<file path="src/rtl/golden_nonce_uart_reporter_pkg.sv">
`default_nettype none
// ============================================================================
// Module : golden_nonce_uart_reporter_pkg
// Brief  : Shared types and constants for the golden-nonce UART reporter.
// Rev    : 1.0  initial release
// ============================================================================
package golden_nonce_uart_reporter_pkg;

    localparam int BYTES_PER_WORD = 4;
    localparam int BITS_PER_BYTE  = 8;
    localparam int NONCE_WIDTH    = 32;

    typedef enum logic [1:0] {
        IDLE  = 2'd0,
        START = 2'd1,
        DATA  = 2'd2,
        STOP  = 2'd3
    } tx_state_t;

endpackage
`default_nettype wire

</file>
<file path="src/rtl/golden_nonce_uart_reporter_nonce_fifo.sv">
`default_nettype none
// ============================================================================
// Module : nonce_fifo
// Brief  : Synchronous FIFO; a push while full is accepted only alongside a pop.
// Rev    : 1.0  initial release
// ============================================================================
module nonce_fifo #(
    parameter int DEPTH_LOG2 = 2,
    parameter int WIDTH      = 32
) (
    input  logic                  clk,
    input  logic                  rst,
    input  logic                  i_push,
    input  logic                  i_pop,
    input  logic [WIDTH-1:0]      i_din,
    output logic [WIDTH-1:0]      o_dout,
    output logic                  o_full,
    output logic                  o_empty,
    output logic [DEPTH_LOG2:0]   o_level
);

    localparam int                  c_DEPTH      = 1 << DEPTH_LOG2;
    localparam logic [DEPTH_LOG2:0] c_FULL_LEVEL = (DEPTH_LOG2 + 1)'(c_DEPTH);

    logic [WIDTH-1:0]      r_mem [c_DEPTH];
    logic [DEPTH_LOG2-1:0] r_wr_ptr;
    logic [DEPTH_LOG2-1:0] r_rd_ptr;
    logic [DEPTH_LOG2:0]   r_level;
    logic                  w_do_push;
    logic                  w_do_pop;

    assign o_full    = (r_level == c_FULL_LEVEL);
    assign o_empty   = (r_level == '0);
    assign o_level   = r_level;
    assign o_dout    = r_mem[r_rd_ptr];
    assign w_do_pop  = i_pop && !o_empty;
    assign w_do_push = i_push && (!o_full || w_do_pop);

    // Storage carries no reset; only pointers and level define its contents.
    always_ff @(posedge clk) begin
        if (w_do_push) begin
            r_mem[r_wr_ptr] <= i_din;
        end
    end

    always_ff @(posedge clk) begin
        if (rst) begin
            r_wr_ptr <= '0;
            r_rd_ptr <= '0;
            r_level  <= '0;
        end else begin
            if (w_do_push) begin
                r_wr_ptr <= r_wr_ptr + 1'b1;
            end
            if (w_do_pop) begin
                r_rd_ptr <= r_rd_ptr + 1'b1;
            end
            case ({w_do_push, w_do_pop})
                2'b10:   r_level <= r_level + 1'b1;
                2'b01:   r_level <= r_level - 1'b1;
                default: r_level <= r_level;
            endcase
        end
    end

endmodule
`default_nettype wire

</file>
<file path="src/rtl/golden_nonce_uart_reporter.sv">
`default_nettype none
// ============================================================================
// Module : golden_nonce_uart_reporter
// Brief  : Buffers golden nonces and sends each as four UART 8N1 bytes, MSB byte first.
// Rev    : 1.0  initial release
// ============================================================================
module golden_nonce_uart_reporter
    import golden_nonce_uart_reporter_pkg::*;
#(
    parameter int CLK_DIV         = 434,
    parameter int FIFO_DEPTH_LOG2 = 2
) (
    input  logic                       hash_clk,
    input  logic                       reset,
    input  logic                       nonce_valid,
    input  logic [NONCE_WIDTH-1:0]     golden_nonce,
    output logic                       uart_tx,
    output logic                       busy,
    output logic                       overflow,
    output logic [FIFO_DEPTH_LOG2:0]   fifo_level
);

    localparam logic [15:0] c_BAUD_LAST = 16'(CLK_DIV - 1);
    localparam logic [1:0]  c_LAST_BYTE = 2'(BYTES_PER_WORD - 1);
    localparam logic [2:0]  c_LAST_BIT  = 3'(BITS_PER_BYTE - 1);

    tx_state_t              r_state;
    logic [15:0]            r_baud;
    logic [1:0]             r_byte_idx;
    logic [2:0]             r_bit_idx;
    logic [NONCE_WIDTH-1:0] r_shift;
    logic                   r_tx;
    logic                   r_overflow;

    logic [NONCE_WIDTH-1:0]   w_dout;
    logic                     w_full;
    logic                     w_empty;
    logic                     w_baud_wrap;
    logic                     w_pop;
    logic                     w_push;
    logic                     w_drop;
    logic [BITS_PER_BYTE-1:0] w_cur_byte;
    logic [2:0]               w_next_bit_idx;

    assign w_baud_wrap    = (r_baud == c_BAUD_LAST);
    // Fetch in IDLE, or at the very end of the last stop bit to keep words contiguous.
    assign w_pop          = !w_empty &&
                            ((r_state == IDLE) ||
                             (r_state == STOP && w_baud_wrap && r_byte_idx == c_LAST_BYTE));
    assign w_push         = nonce_valid && (!w_full || w_pop);
    assign w_drop         = nonce_valid && w_full && !w_pop;
    assign w_cur_byte     = r_shift[NONCE_WIDTH-1 -: BITS_PER_BYTE];
    assign w_next_bit_idx = r_bit_idx + 3'd1;

    assign uart_tx  = r_tx;
    assign busy     = (r_state != IDLE);
    assign overflow = r_overflow;

    nonce_fifo #(
        .DEPTH_LOG2 (FIFO_DEPTH_LOG2),
        .WIDTH      (NONCE_WIDTH)
    ) u_nonce_fifo (
        .clk     (hash_clk),
        .rst     (reset),
        .i_push  (w_push),
        .i_pop   (w_pop),
        .i_din   (golden_nonce),
        .o_dout  (w_dout),
        .o_full  (w_full),
        .o_empty (w_empty),
        .o_level (fifo_level)
    );

    always_ff @(posedge hash_clk) begin
        if (reset) begin
            r_state    <= IDLE;
            r_baud     <= '0;
            r_byte_idx <= '0;
            r_bit_idx  <= '0;
            r_shift    <= '0;
            r_tx       <= 1'b1;
            r_overflow <= 1'b0;
        end else begin
            if (w_drop) begin
                r_overflow <= 1'b1;
            end
            case (r_state)
                IDLE: begin
                    r_baud <= '0;
                    if (w_pop) begin
                        r_shift    <= w_dout;
                        r_byte_idx <= '0;
                        r_tx       <= 1'b0;
                        r_state    <= START;
                    end
                end
                START: begin
                    if (w_baud_wrap) begin
                        r_baud    <= '0;
                        r_bit_idx <= '0;
                        r_tx      <= w_cur_byte[0];
                        r_state   <= DATA;
                    end else begin
                        r_baud <= r_baud + 16'd1;
                    end
                end
                DATA: begin
                    if (w_baud_wrap) begin
                        r_baud <= '0;
                        if (r_bit_idx == c_LAST_BIT) begin
                            r_tx    <= 1'b1;
                            r_state <= STOP;
                        end else begin
                            r_bit_idx <= w_next_bit_idx;
                            r_tx      <= w_cur_byte[w_next_bit_idx];
                        end
                    end else begin
                        r_baud <= r_baud + 16'd1;
                    end
                end
                STOP: begin
                    if (w_baud_wrap) begin
                        r_baud <= '0;
                        if (r_byte_idx != c_LAST_BYTE) begin
                            r_byte_idx <= r_byte_idx + 2'd1;
                            r_shift    <= r_shift << BITS_PER_BYTE;
                            r_tx       <= 1'b0;
                            r_state    <= START;
                        end else if (w_pop) begin
                            r_shift    <= w_dout;
                            r_byte_idx <= '0;
                            r_tx       <= 1'b0;
                            r_state    <= START;
                        end else begin
                            r_tx    <= 1'b1;
                            r_state <= IDLE;
                        end
                    end else begin
                        r_baud <= r_baud + 16'd1;
                    end
                end
                default: begin
                    r_tx    <= 1'b1;
                    r_state <= IDLE;
                end
            endcase
        end
    end

endmodule
`default_nettype wire

</file>
<file path="config.mk">
export PLATFORM = sky130hd
export DESIGN_NAME = golden_nonce_uart_reporter
export DESIGN_NICKNAME = d
export VERILOG_FILES = /design/src/rtl/golden_nonce_uart_reporter_pkg.sv /design/src/rtl/golden_nonce_uart_reporter_nonce_fifo.sv /design/src/rtl/golden_nonce_uart_reporter.sv
export SDC_FILE = /design/constraint.sdc
export NUM_CORES = 1
export LEC_CHECK = 0
export CORE_MARGIN = 2
export CORE_UTILIZATION = 45
export CTS_CLUSTER_DIAMETER = 50
export DETAILED_ROUTE_END_ITERATION = 6
export HOLD_SLACK_MARGIN = 0.05
export PLACE_DENSITY = 0.71
export REMOVE_ABC_BUFFERS = 1
export SETUP_SLACK_MARGIN = 0.1
export SLEW_MARGIN = 15
export SYNTH_ARGS = -nofsm -noshare
export SYNTH_HDL_FRONTEND = slang
export SYNTH_HIERARCHICAL = 1
export SYNTH_SLANG_ARGS = --single-unit
export TNS_END_PERCENT = 20
</file>
<file path="constraint.sdc">
create_clock -name hash_clk -period 8.9 [get_ports hash_clk]
set_input_delay 2.67 -clock hash_clk [delete_from_list [all_inputs] [get_ports hash_clk]]
set_output_delay 2.67 -clock hash_clk [all_outputs]
set_load 0.03 [all_outputs]
</file>
==> flow_metrics.tcl, run 1 <==
set metrics [dict create \
    outcome "finished clean" \
    worstPathRequired_ps 6230 \
    htreeDepth 4 \
    post-route-util_pct 52.4 \
    fp-row-count 48 \
    highest_layer "met4" \
    met2_length_um 7650 \
    layout_common_cells "edfxtp_1 (128), dfxtp_1 (65), nor2_1 (52)" \
    ant_nets 0 \
    grt_overflow 0 \
    die_x_um 137 \
    finalMaxSlewViolations 0 \
    p_leak_nw 2.97 \
    gp_congestion 0.784 \
    worst_ep_arrival_time_ps 1940 \
    hold_violations 0 \
    hold_slack_ps 449 \
    syn2layout_area_growth_pct 13.9 \
    cts_hold_buf 0 \
    cts_buffers 17 \
    drc 0 \
    finClkSkew_ps 10.8 \
    nFillCells 1406 \
    clk_pin_slew_ps 70 \
    p_clk_share_pct 30.4 \
    clkLatencyLatePin_ps 430 \
    async_reset_ff_share_pct 0 \
    syn_area_sq_mm 0.00793 \
    drt-met1-wl_um 6350 \
    wl_met3_um 631 \
    grt_max_degree 64 \
    clock_sinks 194 \
    ys_warn_count 6 \
    internal-power_w 0.00176 \
    seq_power_share_pct 46.8 \
    ys_seq_elements 194 \
    cap_violations 0 \
    grtUsageTotal_pct 17.0 \
    power_switching_w 0.000738 \
    slew_headroom_pct 24.1 \
    wire_per_inst_um 18.7 \
    syn_area_per_cell_sq_um 15.3 \
    rsz0062_at_grt "no" \
    worst_slew_pin_slew_ps 1140 \
    fin_crit_sh_pct 51.8 \
    floorplan.core_area_sq_mm 0.0172 \
    layout-drive-gt1-share_pct 20.1 \
    worstSetupEndpointType "output pin" \
    p_comb_share_pct 22.8 \
    die_y_um 137 \
    post_cts_buffers 0 \
    netSwitchingFraction_pct 29.5 \
    dr.first_iter.drc_count 334 \
    drt_wl_total_um 14800 \
    n_antenna_cell 0 \
    synth_edf_count 128 \
    hold_path_class "reg2reg" \
    ys.flop_type "edfxtp_1" \
    synth_cells 520 \
    first_global_vias 4691 \
    via_per_inst 5.57 \
    initial_core_util_pct 46.0 \
    startpoint_type "flop" \
    tns_ps 0 \
    clockBufferDepth 2 \
    yosysSeqAreaShare_pct 65.1 \
    dr_total_vias 4409 \
    clock-root-buffer "clkbuf_16" \
    io-pin-count 41 \
    cts-resized-gates 0 \
    min_period_ps 4610 \
    port_buffers 40 \
    critPathKind "reg2out" \
    first_pass_iters 5 \
    nNetsFinal 604 \
    fmaxAchievable_ghz 0.217 \
    critPathMaxFanout 7 \
    grt_pass1_wl_um 23800 \
    antenna_found_initial 0 \
    placed_area_sq_mm 0.00844 \
    yosysUniqueCellTypes 57 \
    cts_tree "yes" \
    final_common_cell "edfxtp_1" \
    place_hpwl_um 8910 \
    fin_area_sq_mm 0.00904 \
    vdd_drop_max_mv 0.168 \
    setup_viol 0 \
    die_area_sq_mm 0.0187 \
    power_density_mw_per_mm2 277 \
]
## cell usage after synthesis, types with 2 or more instances
cell type	number	area [sq um]
nand2b_1	5	31.3
nand3b_1	7	52.6
and3_1	3	18.8
xor2_1	11	96.3
or3b_2	2	17.5
o31ai_1	2	15.0
o41ai_1	4	35.0
buf_2	3	15.0
xnor2_1	6	52.6
o211ai_1	2	15.0
or3b_1	2	17.5
nor2_1	52	195
clkbuf_1	18	67.6
and2_2	4	30.0
nand3_1	7	35.0
nor3_1	24	120
nand4_1	4	25.0
o21ai_0	6	30.0
nand2_1	10	37.5
o32ai_1	4	35.0
mux2i_1	2	20.0
a21oi_1	12	60.1
buf_6	4	45.0
and4_1	3	26.3
mux4_2	34	766
buf_12	3	60.1
dfxtp_1	66	1320
inv_1	26	97.6
o221a_2	25	282
edfxtp_1	128	3840
or3_1	2	12.5
ha_1	14	175
## stage by stage
step / setup WS (ps) / total power [W] / cells
6_report: 4290 / 0.00250 / 792
3_3_place_gp: 4070 / 0.00173 / 760
2_1_floorplan: 4590 / 0.00157 / 492
4_1_cts: 4270 / 0.00251 / 792
5_1_grt: 4180 / 0.00261 / 792
3_5_place_dp: 3940 / 0.00176 / 760
## cells by family after synthesis
family | Yosys count | synth area share (%)
flip-flops | 194 | 65.1
XOR/XNOR | 17 | 1.88
multiplexers | 38 | 10.2
adder cells (fa/ha/maj) | 15 | 2.46
AO/OA/AOI/OAI | 66 | 7.37
AND/OR/NAND/NOR | 136 | 9.33
buffers and inverters | 54 | 3.60
## critical path, cell delays in order, from the launching register on
cell	delay [ps]
dfxtp_1	400
inv_1	90
ha_1	280
inv_1	80
clkdlybuf4s50_1	660
## power by group through the flow
stage	Clock [W]	Combinational [W]	Sequential (W)
6_report	0.000761	0.000570	0.00117
3_5_place_dp	0	0.000569	0.00119
5_1_grt	0.000813	0.000617	0.00118
4_1_cts	0.000772	0.000574	0.00117
2_1_floorplan	0	0.000378	0.00119
3_3_place_gp	0	0.000549	0.00118
## final timing paths
kind	cells after the start	slack, ps	to	from
worst max-delay path	4	4290	busy	r_state[1]
worst min register to register	2	450	overflow	overflow
worst max register to register	14	5430	u_nonce_fifo/o_level[2]	r_baud[0]
worst min-delay path	2	450	overflow	overflow
## layer usage
layer,GRT usage [%],vias to the layer above
li1,-,2067
met1,21.2,2230
met2,28.8,93
met3,4.41,19
met4,5.61,0
met5,0,-
## flip-flops by register name (all words and copies together), names as in the netlist, 2 cells and up, named ones only
name	count
r_shift	32
r_state	2
r_baud	16
u_nonce_fifo/r_wr_ptr	2
r_byte_idx	2
u_nonce_fifo/r_mem	128
u_nonce_fifo/r_rd_ptr	2
r_bit_idx	3
u_nonce_fifo/o_level	3
## area by class of cell
cell class	instances	area, sq um	share of cell area (%)
clock buffer	20	457	5.05
clock inverter	12	136	1.51
inverter	26	97.6	1.08
multi-input combinational	272	2480	27.4
sequential	194	5170	57.2
tap	225	282	3.12
timing repair buffer	43	418	4.62
(Power assumes the default switching activity.)
==> run 2, diff against run 1 <==
==> constraint.sdc (replaced) <==
create_clock -name hash_clk -period 4.5 [get_ports hash_clk]
set_input_delay 1.35 -clock hash_clk [delete_from_list [all_inputs] [get_ports hash_clk]]
set_output_delay 1.35 -clock hash_clk [all_outputs]
set_load 0.03 [all_outputs]
==> flow_metrics.tcl, run 2 (synthesis results as in run 1) <==
set metrics [dict create \
    fmaxAchievable_ghz 0.298 \
    post_cts_buffers 0 \
    fin_crit_sh_pct 74.7 \
    worst_r2r_startpoint "r_baud[0]" \
    fp-row-count 48 \
    ff2ff_path_depth 14 \
    hold_path_startpoint "overflow" \
    first_global_vias 4520 \
    place_ws_ps 915 \
    ant_nets 0 \
    die_area_sq_mm 0.0187 \
    clock-root-buffer "clkbuf_16" \
    dr_total_vias 4391 \
    setup_viol 0 \
    syn2layout_area_growth_pct 14.6 \
    critPathKind "reg2reg" \
    port_buffers 40 \
    worst_ep_arrival_time_ps 3710 \
    hold_violations 0 \
    slew_headroom_pct 25.4 \
    largest_register "u_nonce_fifo/r_mem" \
    min_period_ps 3360 \
    top_regs "u_nonce_fifo/r_mem: 128 flops, r_shift: 32 flops, r_baud: 16 flops" \
    holdPathStages 2 \
    cts_tree "yes" \
    antenna_found_initial 0 \
    cts-resized-gates 0 \
    slowest_delay_ps 410 \
    hold_path_class "reg2reg" \
    drt_wl_total_um 14400 \
    drc 0 \
    floorplan.core_area_sq_mm 0.0172 \
    critPathTopFamily "simple AND/OR/NAND/NOR gates" \
    outcome "finished clean" \
    nNetsFinal 608 \
    slowest_stage "or3_2" \
    path_cells "ha_1 > nor4b_4 > and4_4 > a31oi_1 > nor2_1 > o21a_1 > a21boi_2 > inv_1 > ha_1 > inv_1 > fa_1 > xor2_1 > or3_2 > a21oi_1" \
    grt_pass1_wl_um 23100 \
    die_x_um 137 \
    post-route-util_pct 52.7 \
    startpoint_type "flop" \
    critPathMaxFanout 7 \
    first_pass_iters 5 \
    grt_max_degree 37 \
    worstSetupEndpointType "flop" \
    hold_end "overflow" \
    layout-drive-gt1-share_pct 20.5 \
    place_hpwl_um 9040 \
    worst_slew_pin_slew_ps 1120 \
    setup_ws_ps 1140 \
    wire_per_inst_um 18.0 \
    worstPathRequired_ps 4850 \
    htreeDepth 4 \
    power_w 0.00498 \
    finalMaxSlewViolations 0 \
    layout_common_cells "edfxtp_1 (128), dfxtp_1 (65), nor2_1 (52)" \
    power_density_mw_per_mm2 548 \
    path_buf_inv 2 \
    p_leak_nw 3.00 \
    vdd_drop_max_mv 0.397 \
    ff2ff_setup_slack_ps 1140 \
    clockBufferDepth 2 \
    gp_congestion 0.736 \
    grt_overflow 0 \
    clock_sinks 194 \
    finClkSkew_ps 10.2 \
    n_antenna_cell 0 \
    via_per_inst 5.52 \
    io-pin-count 41 \
    clk_pin_slew_ps 70 \
    cap_violations 0 \
    rr_endpoint "u_nonce_fifo/o_level[2]" \
    die_y_um 137 \
    initial_core_util_pct 46.0 \
    final_common_cell "edfxtp_1" \
    dr.first_iter.drc_count 408 \
    cts_buffers 17 \
    largest_reg_flops 128 \
    clkLatencyLatePin_ps 420 \
    tns_ps 0 \
    rsz0062_at_grt "no" \
    cts_hold_buf 0 \
    grtUsageTotal_pct 16.4 \
]
## run 2: area by class of cell
type | count | area [sq um]
Clock inverter | 14 | 183
Multi-Input combinational cell | 272 | 2480
Fill cell | 1378 | 8150
Timing Repair Buffer | 47 | 448
Clock buffer | 18 | 429
Inverter | 26 | 97.6
Tap cell | 225 | 282
Sequential cell | 194 | 5170
## run 2: through the flow
stage | cell area (sq um) | instances | hold WS, ps
after global placement | 8470 | 764 | 447
after CTS | 9080 | 796 | 454
after floorplan | 7740 | 492 | 430
after global routing | 9080 | 796 | 480
after detailed placement | 8470 | 764 | 444
final | 9080 | 796 | 448
## run 2: worst max path at each step
stage	start	endpoint	slack, ps	cells after the start
5_1_grt	r_baud[13]	u_nonce_fifo/o_level[2]	930	13
4_1_cts	r_baud[0]	u_nonce_fifo/o_level[2]	1170	14
6_report	r_baud[0]	u_nonce_fifo/o_level[2]	1140	14
2_1_floorplan	u_nonce_fifo/o_level[0]	u_nonce_fifo/o_level[2]	1370	11
3_3_place_gp	nonce_valid	u_nonce_fifo/o_level[2]	990	10
3_5_place_dp	nonce_valid	u_nonce_fifo/o_level[2]	910	10
## run 2: worst reg2reg max path: stages, from the launching register on
cell	delay, ps
dfxtp_1	400
ha_1	180
nor4b_4	290
and4_4	330
a31oi_1	160
nor2_1	250
o21a_1	150
a21boi_2	330
inv_1	90
ha_1	230
inv_1	80
fa_1	180
xor2_1	70
or3_2	410
a21oi_1	150
## run 2: metal layers
layer  track usage [%]  routed length [um]  vias up
met4              4.98                 154        0
met5                 0                   0        -
met2              27.2                7210      104
met3              4.30                 717       11
met1              21.2                6270     2198
li1                  -                   -     2078
## run 2: power breakdown
| group | switching [W] | internal [W] |
|---|---|---|
| Clock | 0.000693 | 0.000851 |
| Combinational | 0.000634 | 0.000479 |
| Sequential | 0.000132 | 0.00219 |
==> run 3, diff against run 2 <==
--- a/config.mk
+++ b/config.mk
@@ -10,7 +10,7 @@
 export CTS_CLUSTER_DIAMETER = 50
 export DETAILED_ROUTE_END_ITERATION = 6
 export HOLD_SLACK_MARGIN = 0.05
-export PLACE_DENSITY = 0.71
+export PLACE_DENSITY = 0.73
 export REMOVE_ABC_BUFFERS = 1
 export SETUP_SLACK_MARGIN = 0.1
 export SLEW_MARGIN = 15
==> constraint.sdc (replaced) <==
create_clock -name hash_clk -period 3 [get_ports hash_clk]
set_input_delay 0.9 -clock hash_clk [delete_from_list [all_inputs] [get_ports hash_clk]]
set_output_delay 0.9 -clock hash_clk [all_outputs]
set_load 0.03 [all_outputs]
==> flow_metrics.tcl, run 3 (synthesis results as in run 1) <==
set metrics [dict create \
    via_per_inst 5.46 \
    grt_max_degree 35 \
    die_area_sq_mm 0.0187 \
    cap_violations 0 \
    fp-row-count 48 \
    io-pin-count 41 \
    layout_common_cells "edfxtp_1 (128), dfxtp_1 (64), nor2_1 (51)" \
    worstPathRequired_ps 3360 \
    clock-root-buffer "clkbuf_16" \
    fmaxAchievable_ghz 0.363 \
    p_leak_nw 3.13 \
    first_global_vias 4657 \
    layout-drive-gt1-share_pct 25.0 \
    htreeDepth 4 \
    clock_sinks 194 \
    clkLatencyLatePin_ps 430 \
    setup_ws_ps 244 \
    cts_buffers 17 \
    gp_congestion 0.750 \
    clk_pin_slew_ps 70 \
    port_buffers 40 \
    clockBufferDepth 2 \
    largest_register "u_nonce_fifo/r_mem" \
    hold_slack_ps 450 \
    power_density_mw_per_mm2 804 \
    worst_ep_arrival_time_ps 3120 \
    finalMaxSlewViolations 0 \
    worst_slew_pin_slew_ps 705 \
    drt_wl_total_um 14700 \
    worstSetupEndpointType "flop" \
    setup_viol 0 \
    die_y_um 137 \
    outcome "finished clean" \
    hold_path_class "reg2reg" \
    wire_per_inst_um 18.0 \
    finClkSkew_ps 11.1 \
    final_common_cell "edfxtp_1" \
    ant_nets 0 \
    slew_headroom_pct 52.8 \
    fin_crit_sh_pct 91.9 \
    startpoint_type "flop" \
    rsz0062_at_grt "no" \
    critPathMaxFanout 3 \
    antenna_found_initial 0 \
    grt_pass1_wl_um 24300 \
    initial_core_util_pct 46.0 \
    top_regs "u_nonce_fifo/r_mem: 128 flops, r_shift: 32 flops, r_baud: 16 flops" \
    floorplan.core_area_sq_mm 0.0172 \
    largest_reg_flops 128 \
    die_x_um 137 \
    syn2layout_area_growth_pct 17.7 \
    dr.first_iter.drc_count 316 \
    vdd_drop_max_mv 0.481 \
    dr_total_vias 4485 \
    first_pass_iters 4 \
    place_hpwl_um 9420 \
    nNetsFinal 633 \
    cts_tree "yes" \
    grtUsageTotal_pct 17.1 \
    place_ws_ps -68.9 \
    grt_overflow 0 \
    min_period_ps 2760 \
    drc 0 \
    n_antenna_cell 0 \
    post-route-util_pct 54.1 \
    hold_violations 0 \
    critPathKind "reg2reg" \
    ff2ff_setup_slack_ps 240 \
]
run 3: layout make-up:
cell class | instances | area, sq um
clock buffer | 19 | 453
fill | 1378 | 7910
timing repair buffer | 72 | 697
clock inverter | 13 | 119
inverter | 26 | 97.6
sequential | 194 | 5170
tap | 225 | 282
multi-input combinational | 272 | 2510
run 3: worst paths after layout:
| kind | startpoint | endpoint | depth (start not counted) |
|---|---|---|---|
| min | overflow | overflow | 2 |
| min reg2reg | overflow | overflow | 2 |
| max reg2reg | r_baud[1] | u_nonce_fifo/o_level[2] | 15 |
| max | r_baud[1] | u_nonce_fifo/o_level[2] | 15 |
run 3: repair_timing:
item | CTS | global route
pin swaps | 0 | 6
buffers inserted | 0 | 3
setup endpoints to repair | 2 | 2
gates resized for setup | 4 | 6
hold buffers | 0 | 0
run 3: metal layers:
metal / vias to the layer above / share of wire, % / global-route usage, %
met2: 102 / 49 / 28.0
li1: 2116 / - / -
met1: 2250 / 45 / 22.7
met5: - / 0 / 0
met4: 0 / 1.6 / 5.67
met3: 17 / 4.5 / 4.00
run 3: critical path, stage by stage, from the launching register on:
cell	delay, ps
dfxtp_2	330
inv_1	40
ha_1	170
nor4b_4	140
and4_4	210
a31oi_4	190
nor2_4	50
o21a_1	200
a21boi_2	160
inv_1	70
ha_2	170
inv_1	50
fa_2	330
xor2_1	160
or3_4	330
a21oi_2	120
run 3: through the flow:
stage,setup TNS [ps],cells,area (sq um),total power [W]
after floorplan,-134,492,7740,0.00466
after global placement,0,786,8700,0.00526
after detailed placement,-68.9,786,8700,0.00534
final,0,821,9330,0.00750
after CTS,0,818,9290,0.00751
after global routing,0,821,9330,0.00786
run 3: where the power goes:
part	switching, W	internal [W]
Clock	0.00102	0.00114
Sequential	0.000193	0.00329
Combinational	0.00101	0.000853
Total	0.00222	0.00528
